===== config.mk =====
export PLATFORM = sky130hd
export DESIGN_NAME = mem_arbiter
export DESIGN_NICKNAME = d
export VERILOG_FILES = /design/src/rtl/mem_arbiter.sv
export SDC_FILE = /design/constraint.sdc
export NUM_CORES = 1
export LEC_CHECK = 0
export CORE_UTILIZATION = 55
export CTS_CLUSTER_SIZE = 12
export DETAILED_ROUTE_END_ITERATION = 10
export DONT_BUFFER_PORTS = 1
export MAX_ROUTING_LAYER = met4
export PLACE_DENSITY = 0.67
export SLEW_MARGIN = 20
export SYNTH_ARGS = -nofsm -noshare
export SYNTH_HDL_FRONTEND = slang
export SYNTH_SLANG_ARGS = --single-unit

===== constraint.sdc =====
create_clock -name clk -period 3.64 [get_ports clk]
set_clock_uncertainty 0.2 [all_clocks]
set_input_delay 0.546 -clock clk [delete_from_list [all_inputs] [get_ports clk]]
set_output_delay 0.546 -clock clk [all_outputs]
set_load 0.05 [all_outputs]

===== src/rtl/mem_arbiter.sv =====
// mem_arbiter: shares one backend memory port between an instruction fetch
// port (2-entry in-order address FIFO) and a data load/store port (1-entry
// slot). Only one backend access is in flight at a time.
// Compile-time option MEMARB_RR_EN: when defined, conflicts are resolved
// round-robin; when undefined, the data side wins every conflict.
//
// state | meaning
// IDLE  | no access in flight, choosing the next side to serve
// IREQ  | fetch presented on bus_*, waiting for bus_ready
// DREQ  | data access presented on bus_*, waiting for bus_ready
// IWAIT | fetch accepted, waiting for bus_valid
// DWAIT | data read accepted, waiting for bus_valid
module mem_arbiter #(
    parameter logic [31:0] BOOT_ADDR = 32'h0000_0000
) (
    input  logic        clk,
    input  logic        rst,
    input  logic [31:0] imem_addr,
    input  logic        imem_oe,
    output logic [31:0] imem_rdata,
    output logic        imem_valid,
    input  logic [31:0] mem_addr,
    input  logic [3:0]  mem_oe,
    input  logic [31:0] mem_wdata,
    input  logic [3:0]  mem_we,
    output logic [31:0] mem_rdata,
    output logic        mem_valid,
    output logic        mem_ready,
    output logic [31:0] bus_addr,
    output logic [3:0]  bus_oe,
    output logic [31:0] bus_wdata,
    output logic [3:0]  bus_we,
    input  logic        bus_ready,
    input  logic [31:0] bus_rdata,
    input  logic        bus_valid,
    output logic        ovf_err
);

    typedef enum logic [2:0] {
        IDLE  = 3'd0,
        IREQ  = 3'd1,
        DREQ  = 3'd2,
        IWAIT = 3'd3,
        DWAIT = 3'd4
    } state_t;

    state_t           state_q, state_d;

    // Fetch FIFO: entry 0 is the head; the head stays until its read completes.
    logic [1:0][31:0] fifo_addr_q, fifo_addr_d;
    logic [1:0]       fifo_cnt_q, fifo_cnt_d;
    logic             fifo_full, fifo_push, fifo_pop;

    logic             slot_vld_q, slot_vld_d;
    logic [31:0]      slot_addr_q, slot_addr_d;
    logic [3:0]       slot_oe_q, slot_oe_d;
    logic [31:0]      slot_wdata_q, slot_wdata_d;
    logic [3:0]       slot_we_q, slot_we_d;
    logic             slot_load, slot_free;

    logic [31:0]      bus_addr_q, bus_addr_d;
    logic [3:0]       bus_oe_q, bus_oe_d;
    logic [31:0]      bus_wdata_q, bus_wdata_d;
    logic [3:0]       bus_we_q, bus_we_d;

    logic [31:0]      imem_rdata_q, imem_rdata_d;
    logic             imem_valid_q, imem_valid_d;
    logic [31:0]      mem_rdata_q, mem_rdata_d;
    logic             mem_valid_q, mem_valid_d;
    logic             ovf_err_q, ovf_err_d;

    logic             i_pend, d_pend, grant_i, grant_d;

`ifdef MEMARB_RR_EN
    // 0: instruction side wins the next conflict, 1: data side wins it
    logic             rr_ptr_q, rr_ptr_d;
`endif

    assign i_pend    = (fifo_cnt_q != 2'd0);
    assign d_pend    = slot_vld_q;
    assign fifo_full = (fifo_cnt_q == 2'd2);
    assign mem_ready = ~slot_vld_q & ~((state_q == DREQ) | (state_q == DWAIT));

    // Arbitration, bus sequencing and response capture
    always_comb begin
        state_d      = state_q;
        bus_addr_d   = bus_addr_q;
        bus_oe_d     = bus_oe_q;
        bus_wdata_d  = bus_wdata_q;
        bus_we_d     = bus_we_q;
        imem_rdata_d = imem_rdata_q;
        mem_rdata_d  = mem_rdata_q;
        imem_valid_d = 1'b0;
        mem_valid_d  = 1'b0;
        fifo_pop     = 1'b0;
        slot_free    = 1'b0;
        grant_i      = 1'b0;
        grant_d      = 1'b0;
        case (state_q)
            IDLE: begin
                if (i_pend && d_pend) begin
`ifdef MEMARB_RR_EN
                    grant_d = rr_ptr_q;
                    grant_i = ~rr_ptr_q;
`else
                    grant_d = 1'b1;
`endif
                end else begin
                    grant_i = i_pend;
                    grant_d = d_pend;
                end
                if (grant_i) begin
                    state_d     = IREQ;
                    bus_addr_d  = fifo_addr_q[0];
                    bus_oe_d    = 4'hF;
                    bus_wdata_d = 32'h0;
                    bus_we_d    = 4'h0;
                end else if (grant_d) begin
                    state_d     = DREQ;
                    bus_addr_d  = slot_addr_q;
                    bus_oe_d    = slot_oe_q;
                    bus_wdata_d = slot_wdata_q;
                    bus_we_d    = slot_we_q;
                end
            end
            IREQ: begin
                if (bus_ready) begin
                    bus_oe_d = 4'h0;
                    bus_we_d = 4'h0;
                    state_d  = IWAIT;
                end
            end
            DREQ: begin
                if (bus_ready) begin
                    bus_oe_d = 4'h0;
                    bus_we_d = 4'h0;
                    if (slot_we_q != 4'h0) begin
                        slot_free = 1'b1;
                        state_d   = IDLE;
                    end else begin
                        state_d = DWAIT;
                    end
                end
            end
            IWAIT: begin
                if (bus_valid) begin
                    imem_rdata_d = bus_rdata;
                    imem_valid_d = 1'b1;
                    fifo_pop     = 1'b1;
                    state_d      = IDLE;
                end
            end
            DWAIT: begin
                if (bus_valid) begin
                    mem_rdata_d = bus_rdata;
                    mem_valid_d = 1'b1;
                    slot_free   = 1'b1;
                    state_d     = IDLE;
                end
            end
            default: state_d = IDLE;
        endcase
    end

`ifdef MEMARB_RR_EN
    // Pointer moves to the opposite side after every grant
    always_comb begin
        rr_ptr_d = rr_ptr_q;
        if (grant_i) begin
            rr_ptr_d = 1'b1;
        end else if (grant_d) begin
            rr_ptr_d = 1'b0;
        end
    end
`endif

    // Fetch FIFO update; a pop in the same cycle frees room for a push
    always_comb begin
        fifo_addr_d = fifo_addr_q;
        fifo_cnt_d  = fifo_cnt_q;
        fifo_push   = imem_oe & (~fifo_full | fifo_pop);
        ovf_err_d   = ovf_err_q | (imem_oe & fifo_full & ~fifo_pop);
        if (fifo_pop) begin
            fifo_addr_d[0] = fifo_addr_q[1];
            fifo_cnt_d     = fifo_cnt_q - 2'd1;
        end
        if (fifo_push) begin
            fifo_addr_d[fifo_cnt_d[0]] = imem_addr;
            fifo_cnt_d                 = fifo_cnt_d + 2'd1;
        end
    end

    // Data slot capture and release
    always_comb begin
        slot_load    = (mem_oe != 4'h0) & mem_ready;
        slot_vld_d   = slot_vld_q;
        slot_addr_d  = slot_addr_q;
        slot_oe_d    = slot_oe_q;
        slot_wdata_d = slot_wdata_q;
        slot_we_d    = slot_we_q;
        if (slot_free) begin
            slot_vld_d = 1'b0;
        end
        if (slot_load) begin
            slot_vld_d   = 1'b1;
            slot_addr_d  = mem_addr;
            slot_oe_d    = mem_oe;
            slot_wdata_d = mem_wdata;
            slot_we_d    = mem_we;
        end
    end

    // State and output registers
    always_ff @(posedge clk) begin
        if (rst) begin
            state_q      <= IDLE;
            fifo_addr_q  <= '0;
            fifo_cnt_q   <= 2'd0;
            slot_vld_q   <= 1'b0;
            slot_addr_q  <= 32'h0;
            slot_oe_q    <= 4'h0;
            slot_wdata_q <= 32'h0;
            slot_we_q    <= 4'h0;
            bus_addr_q   <= BOOT_ADDR;
            bus_oe_q     <= 4'h0;
            bus_wdata_q  <= 32'h0;
            bus_we_q     <= 4'h0;
            imem_rdata_q <= 32'h0;
            imem_valid_q <= 1'b0;
            mem_rdata_q  <= 32'h0;
            mem_valid_q  <= 1'b0;
            ovf_err_q    <= 1'b0;
`ifdef MEMARB_RR_EN
            rr_ptr_q     <= 1'b0;
`endif
        end else begin
            state_q      <= state_d;
            fifo_addr_q  <= fifo_addr_d;
            fifo_cnt_q   <= fifo_cnt_d;
            slot_vld_q   <= slot_vld_d;
            slot_addr_q  <= slot_addr_d;
            slot_oe_q    <= slot_oe_d;
            slot_wdata_q <= slot_wdata_d;
            slot_we_q    <= slot_we_d;
            bus_addr_q   <= bus_addr_d;
            bus_oe_q     <= bus_oe_d;
            bus_wdata_q  <= bus_wdata_d;
            bus_we_q     <= bus_we_d;
            imem_rdata_q <= imem_rdata_d;
            imem_valid_q <= imem_valid_d;
            mem_rdata_q  <= mem_rdata_d;
            mem_valid_q  <= mem_valid_d;
            ovf_err_q    <= ovf_err_d;
`ifdef MEMARB_RR_EN
            rr_ptr_q     <= rr_ptr_d;
`endif
        end
    end

    assign imem_rdata = imem_rdata_q;
    assign imem_valid = imem_valid_q;
    assign mem_rdata  = mem_rdata_q;
    assign mem_valid  = mem_valid_q;
    assign bus_addr   = bus_addr_q;
    assign bus_oe     = bus_oe_q;
    assign bus_wdata  = bus_wdata_q;
    assign bus_we     = bus_we_q;
    assign ovf_err    = ovf_err_q;

endmodule


Yosys cells after proc, flatten, opt, wreduce, memory -nomap -nowiden
Cells that the tools add are included.
- register bits after elaboration: 281
- input port bits: 141
- output and inout port bits: 140
- word-level logic and storage cells: 98
- add/sub/neg operators: 2
- magnitude comparators: 2
- eq/ne operators: 10
- multiplexer cells: 36
- bitwise gates (word level): 13
- reduce and logical (&&, ||, !) cells: 17
- operators by type and width (kind ; count):
    $mux W32 ; 7
    $bwmux W64 ; 1
    $demux W32 S1 ; 1
    $mux W4 ; 5
    $mux W3 ; 6
    $pmux W4 S2 ; 2
    $pmux W3 S4 ; 1
    $mux W1 ; 10
    $reduce_bool A2 Y1 ; 4
    $reduce_bool A4 Y1 ; 2
    $eq A3 B2 Y1 const B ; 2
    $reduce_and A2 Y1 ; 3
    $reduce_or A2 Y1 ; 3
    $and A1 B1 Y1 ; 5
    $not A1 Y1 ; 5
    $mux W2 ; 2
    $ne A2 B1 Y1 const B ; 2
    $ne A2 B2 Y1 const B ; 2
    $reduce_and A4 Y1 ; 1
    $eq A3 B1 Y1 const B ; 1
    $eq A3 B3 Y1 const B ; 1
    $logic_not A3 Y1 ; 1
    $ne A3 B3 Y1 const B ; 1
    $or A1 B1 Y1 ; 3
    8 further kinds ; 9

Logic depth before layout (Yosys ltp)
- depth in word-level cells: 9
- gate-level depth with buffers: 11
- gate-level depth less buffers: 8

Worst setup path before layout
Ideal clock, no wire load.
- path kind: input to register
- start: in bus_valid
- end: reg fifo_addr_q[34] in the netlist's numbering
- data arrival time: 2.405 ns
- required time: 3.312 ns
- setup slack: 0.907 ns
- stages on the path: 8
- buffers on the path: 3
- cell sequence: and4b_4 xnor2_2 clkbuf_1 ha_1 clkbuf_1 buf_1 mux2i_1 nor2_1
- word-level cells in the longest chain between the ends: 8
- elaborated cells between the ends (all ways): 11
- those cells by class: order compare (2); mux (6); bitwise (2); reduce/logical (1)
- RTL lines (element ; line ; RTL):
    start, declared ; 35 ; input logic bus_valid,
    $mux W1 * ; 146 ; if (bus_valid) begin
    $mux W1 * ; -- ;
    $mux W2 ; 183 ; if (fifo_pop) begin
    $lt A1 B2 Y1 (implied by the code) or $ge A1 B1 Y1 (tied branches) ; 188 ; fifo_addr_d[fifo_cnt_d[0]] = imem_addr;
    $logic_and A1 B1 Y1 (implied by the code) ; 188 ;
    $mux W32 (implied by the code) ; 188 ;
    $demux W32 S1 ; 188 ;
    $bwmux W64 ; 188 ;
    end signal, assigned ; 238 ; fifo_addr_q <= fifo_addr_d;
    end, declared ; 50 ; logic [1:0][31:0] fifo_addr_q, fifo_addr_d;
Mark *: on every way between the ends. The rest lies on a longest branch, timed or not.
A chain may end at the register's enable or synchronous reset.

Final worst setup path
- start: reg fifo_cnt_q[0]
- end: reg bus_wdata_q[20], in the netlist bus_wdata[20]
- word-level cells in the longest chain between the ends: 6
- elaborated cells between the ends (all ways): 9
- those cells by class: mux (5); reduce/logical (4)
- RTL lines (element ; line ; RTL):
    start, declared ; 51 ; logic [1:0] fifo_cnt_q, fifo_cnt_d;
    start signal, assigned ; 239 ; fifo_cnt_q <= fifo_cnt_d;
    $reduce_bool A2 Y1 * ; 79 ; assign i_pend = (fifo_cnt_q != 2'd0);
    $logic_and A1 B1 Y1 ; 101 ; if (i_pend && d_pend) begin
    $mux W1 ; 101 ;
    $mux W1 ; 99 ; case (state_q)
    $reduce_bool A2 Y1 (no source line) ; -- ;
    $reduce_and A2 Y1 (no source line) ; -- ;
    end signal, assigned ; 247 ; bus_wdata_q <= bus_wdata_d;
    end, declared ; 63 ; logic [31:0] bus_wdata_q, bus_wdata_d;
Mark *: on every way between the ends. The rest lies on a longest branch, timed or not. The select of a mux whose other input is x is not followed.

==> flow_metrics.tcl <==
set metrics [dict create \
    crit_family "buffers and inverters" \
    cts_buffers 29 \
    coreArea_um2 18960 \
    fin_crit_sh_pct 88.14 \
    drt.antenna.violating_nets 0 \
    drv_slew 0 \
    synth_ff_type "dfxtp_1" \
    powerDensity_nw_per_um2 754.4 \
    rsz0062_at_grt "no" \
    synth_area_per_cell_um2 9.021 \
    fin_crit_ns 3.208 \
    post-route-util_pct 72.81 \
    portBuffers 0 \
    path_cells "inv_1 -> ha_1 -> nand2b_1 -> nand3_1 -> buf_4 -> a22oi_1 -> nor2_1 -> dlygate4sd3_1" \
    cpPeakStageDelay_ns 0.78 \
    setup_viol 0 \
    vdd_drop_max_uv 476.9 \
    path_depth 8 \
    worstHoldPathCells 2 \
    worst_pin_slew_ns 1.049 \
    cts_tree "yes" \
    drc 0 \
    ys_ff_latch 281 \
    min_path_type "in2reg" \
    final_common_cell "dfxtp_1" \
    initialDrtViolationCount 643 \
    path_buf_inv 3 \
    vias 9192 \
    nets 1491 \
    cts.path.max_buffers 3 \
    first_pass_iters 4 \
    met1_usage_pct 35.82 \
    synthDistinctLibCells 38 \
    synth_edf_count 0 \
    relSlewSlack_pct 29.75 \
    rr_worst_depth 8 \
    syn_area_um2 10800 \
    grt_pass1_wl_um 46730 \
    end_kind "flop" \
    grt_usage_pct 29.67 \
    rows 50 \
    synthesis.nets 1341 \
    crit_arrival_ns 3.47 \
    hpwlAfterDp_um 16090 \
    drive_above_1_share_pct 7.127 \
    io_pins 281 \
    wl_um 30040 \
    final_cell_mix "dfxtp_1 (281), nand2_1 (232), dlygate4sd3_1 (203)" \
    hold_violations 0 \
    grt_pass1_vias 9208 \
    place_worst_setup_slack_ns 0.4445 \
    post-cts-setup-buffers 0 \
    maxCapViolCount 0 \
    nFillCells 1404 \
    async_flop_share_pct 0 \
    fin_ws_ns 0.4316 \
    cts_root_buf "clkbuf_16" \
    gp_congestion 0.7881 \
    outcome "completed" \
    wl_per_cell_um 18.53 \
    area_growth_pct 27.82 \
    antenna_found_initial 0 \
    yosysWarnings 0 \
    cp.required_ns 3.90 \
    fin_setup_tns_ns 0 \
    grt_overflow 0 \
    die_h_um 142.1 \
    use_met3_pct 7.840 \
    yosysSeqAreaShare_pct 52.10 \
    p_leak_nw 5.433 \
    fmax_ghz 0.3117 \
    cts.sinks 281 \
    diodes 0 \
    grt_max_degree 146 \
    dieArea_um2 20200 \
    clock_latency_ns 0.53 \
    fin_area_um2 13800 \
    htreeDepth 1 \
    synthCells 1197 \
    post_dp_cell_area_um2 10850 \
    ctsResizeCount 0 \
    critPathSlowestCell "ha_1" \
    hold_ws_ns 0.02487 \
    gr-usage-met2_pct 47.57 \
    start_util_pct 56.96 \
    critical_path_class "reg2reg" \
    cts.clk_slew.worst_paths_ns 0.06 \
    critPathMaxFanout 32 \
    start_kind "flop" \
    dieWidth_um 142.1 \
    via_per_inst 5.671 \
    top_usage_layer "met2" \
]
[layer usage]
| metal | part of all wire (%) | vias to the layer above |
|---|---|---|
| met3 | 8.9 | 66 |
| met1 | 41 | 4384 |
| met5 | 0 | - |
| met2 | 47 | 340 |
| met4 | 2.9 | 0 |
| li1 | - | 4402 |
[registers in the layout, indices dropped and copies added, names as in the netlist]
| name | flops |
|---|---|
| slot_wdata_q | 32 |
| fifo_cnt_q | 2 |
| ovf_err | 1 |
| slot_we_q | 4 |
| imem_rdata | 32 |
| mem_rdata | 32 |
| state_q | 3 |
| slot_oe_q | 4 |
| bus_addr | 32 |
| d_pend | 1 |
| fifo_addr_q | 64 |
| bus_oe | 4 |
| mem_valid | 1 |
| bus_we | 4 |
| imem_valid | 1 |
| slot_addr_q | 32 |
| bus_wdata | 32 |
[logic make-up after synthesis]
kind of cell,after synthesis,synth area share (%)
fa+ha+maj,3,0.3477
simple gates,475,17.81
flops,281,52.10
mux,106,9.826
buf+inv,110,4.427
compound gates,218,15.10
xor+xnor,4,0.3941
[synthesized netlist by cell type, types with 3 or more instances]
master,instances,area [um2]
dfxtp_1,281,5625
nand2_1,232,870.8
nor2_1,176,660.6
mux2i_1,106,1061
a21oi_1,68,340.3
clkbuf_1,63,236.5
o21ai_0,40,200.2
a311oi_1,35,306.5
nor3_1,34,170.2
a22oi_1,33,247.7
a311oi_2,30,450.4
buf_2,19,95.09
buf_1,13,48.80
nand2b_1,11,68.82
inv_1,7,26.28
and3_1,6,37.54
a31oi_1,5,31.28
buf_4,5,37.54
or4_1,4,30.03
a211oi_1,3,22.52
buf_6,3,33.78
ha_1,3,37.54
[power breakdown]
group	internal, mW	switching (mW)
Combinational	1.17	1.54
Clock	1.63	1.14
Sequential	3.65	1.27
[final timing paths]
| check | start | to | slack, ns |
|---|---|---|---|
| max | fifo_cnt_q[0] | bus_wdata[20] | 0.43 |
| min | imem_addr[18] | fifo_addr_q[50] | 0.02 |
| max reg2reg | fifo_cnt_q[0] | bus_wdata[20] | 0.43 |
| min reg2reg | fifo_addr_q[30] | bus_addr[30] | 0.28 |
[worst reg2reg max path, delay by kind of cell, from the launching register on]
kind	cells	cell delay (ns)
buf+inv	3	1.22
compound gates	1	0.17
flops	1	0.31
fa+ha+maj	1	0.78
simple gates	3	0.47
[cell type report]
class | count | area, um2 | area share, %
sequential | 281 | 5625 | 40.76
multi-input combinational | 807 | 4750 | 34.41
tap | 260 | 325.3 | 2.357
timing repair buffer | 221 | 2200 | 15.94
clock inverter | 4 | 45.04 | 0.3264
clock buffer | 41 | 830.8 | 6.019
inverter | 7 | 26.28 | 0.1904
[per-stage QoR]
stage / total power, mW / instances
global placement: 7.241 / 1371
global route: 10.90 / 1621
CTS: 10.40 / 1620
detailed placement: 7.289 / 1371
finish: 10.41 / 1621
floorplan: 6.797 / 1197
[what timing repair did]
| item | 4_1_cts | 5_1_grt |
|---|---|---|
| hold buffers | 204 | 0 |
| hold endpoints to repair | 273 | 0 |
| setup endpoints to repair | 0 | 1 |
Note: power is estimated with default switching activity, not from simulation.
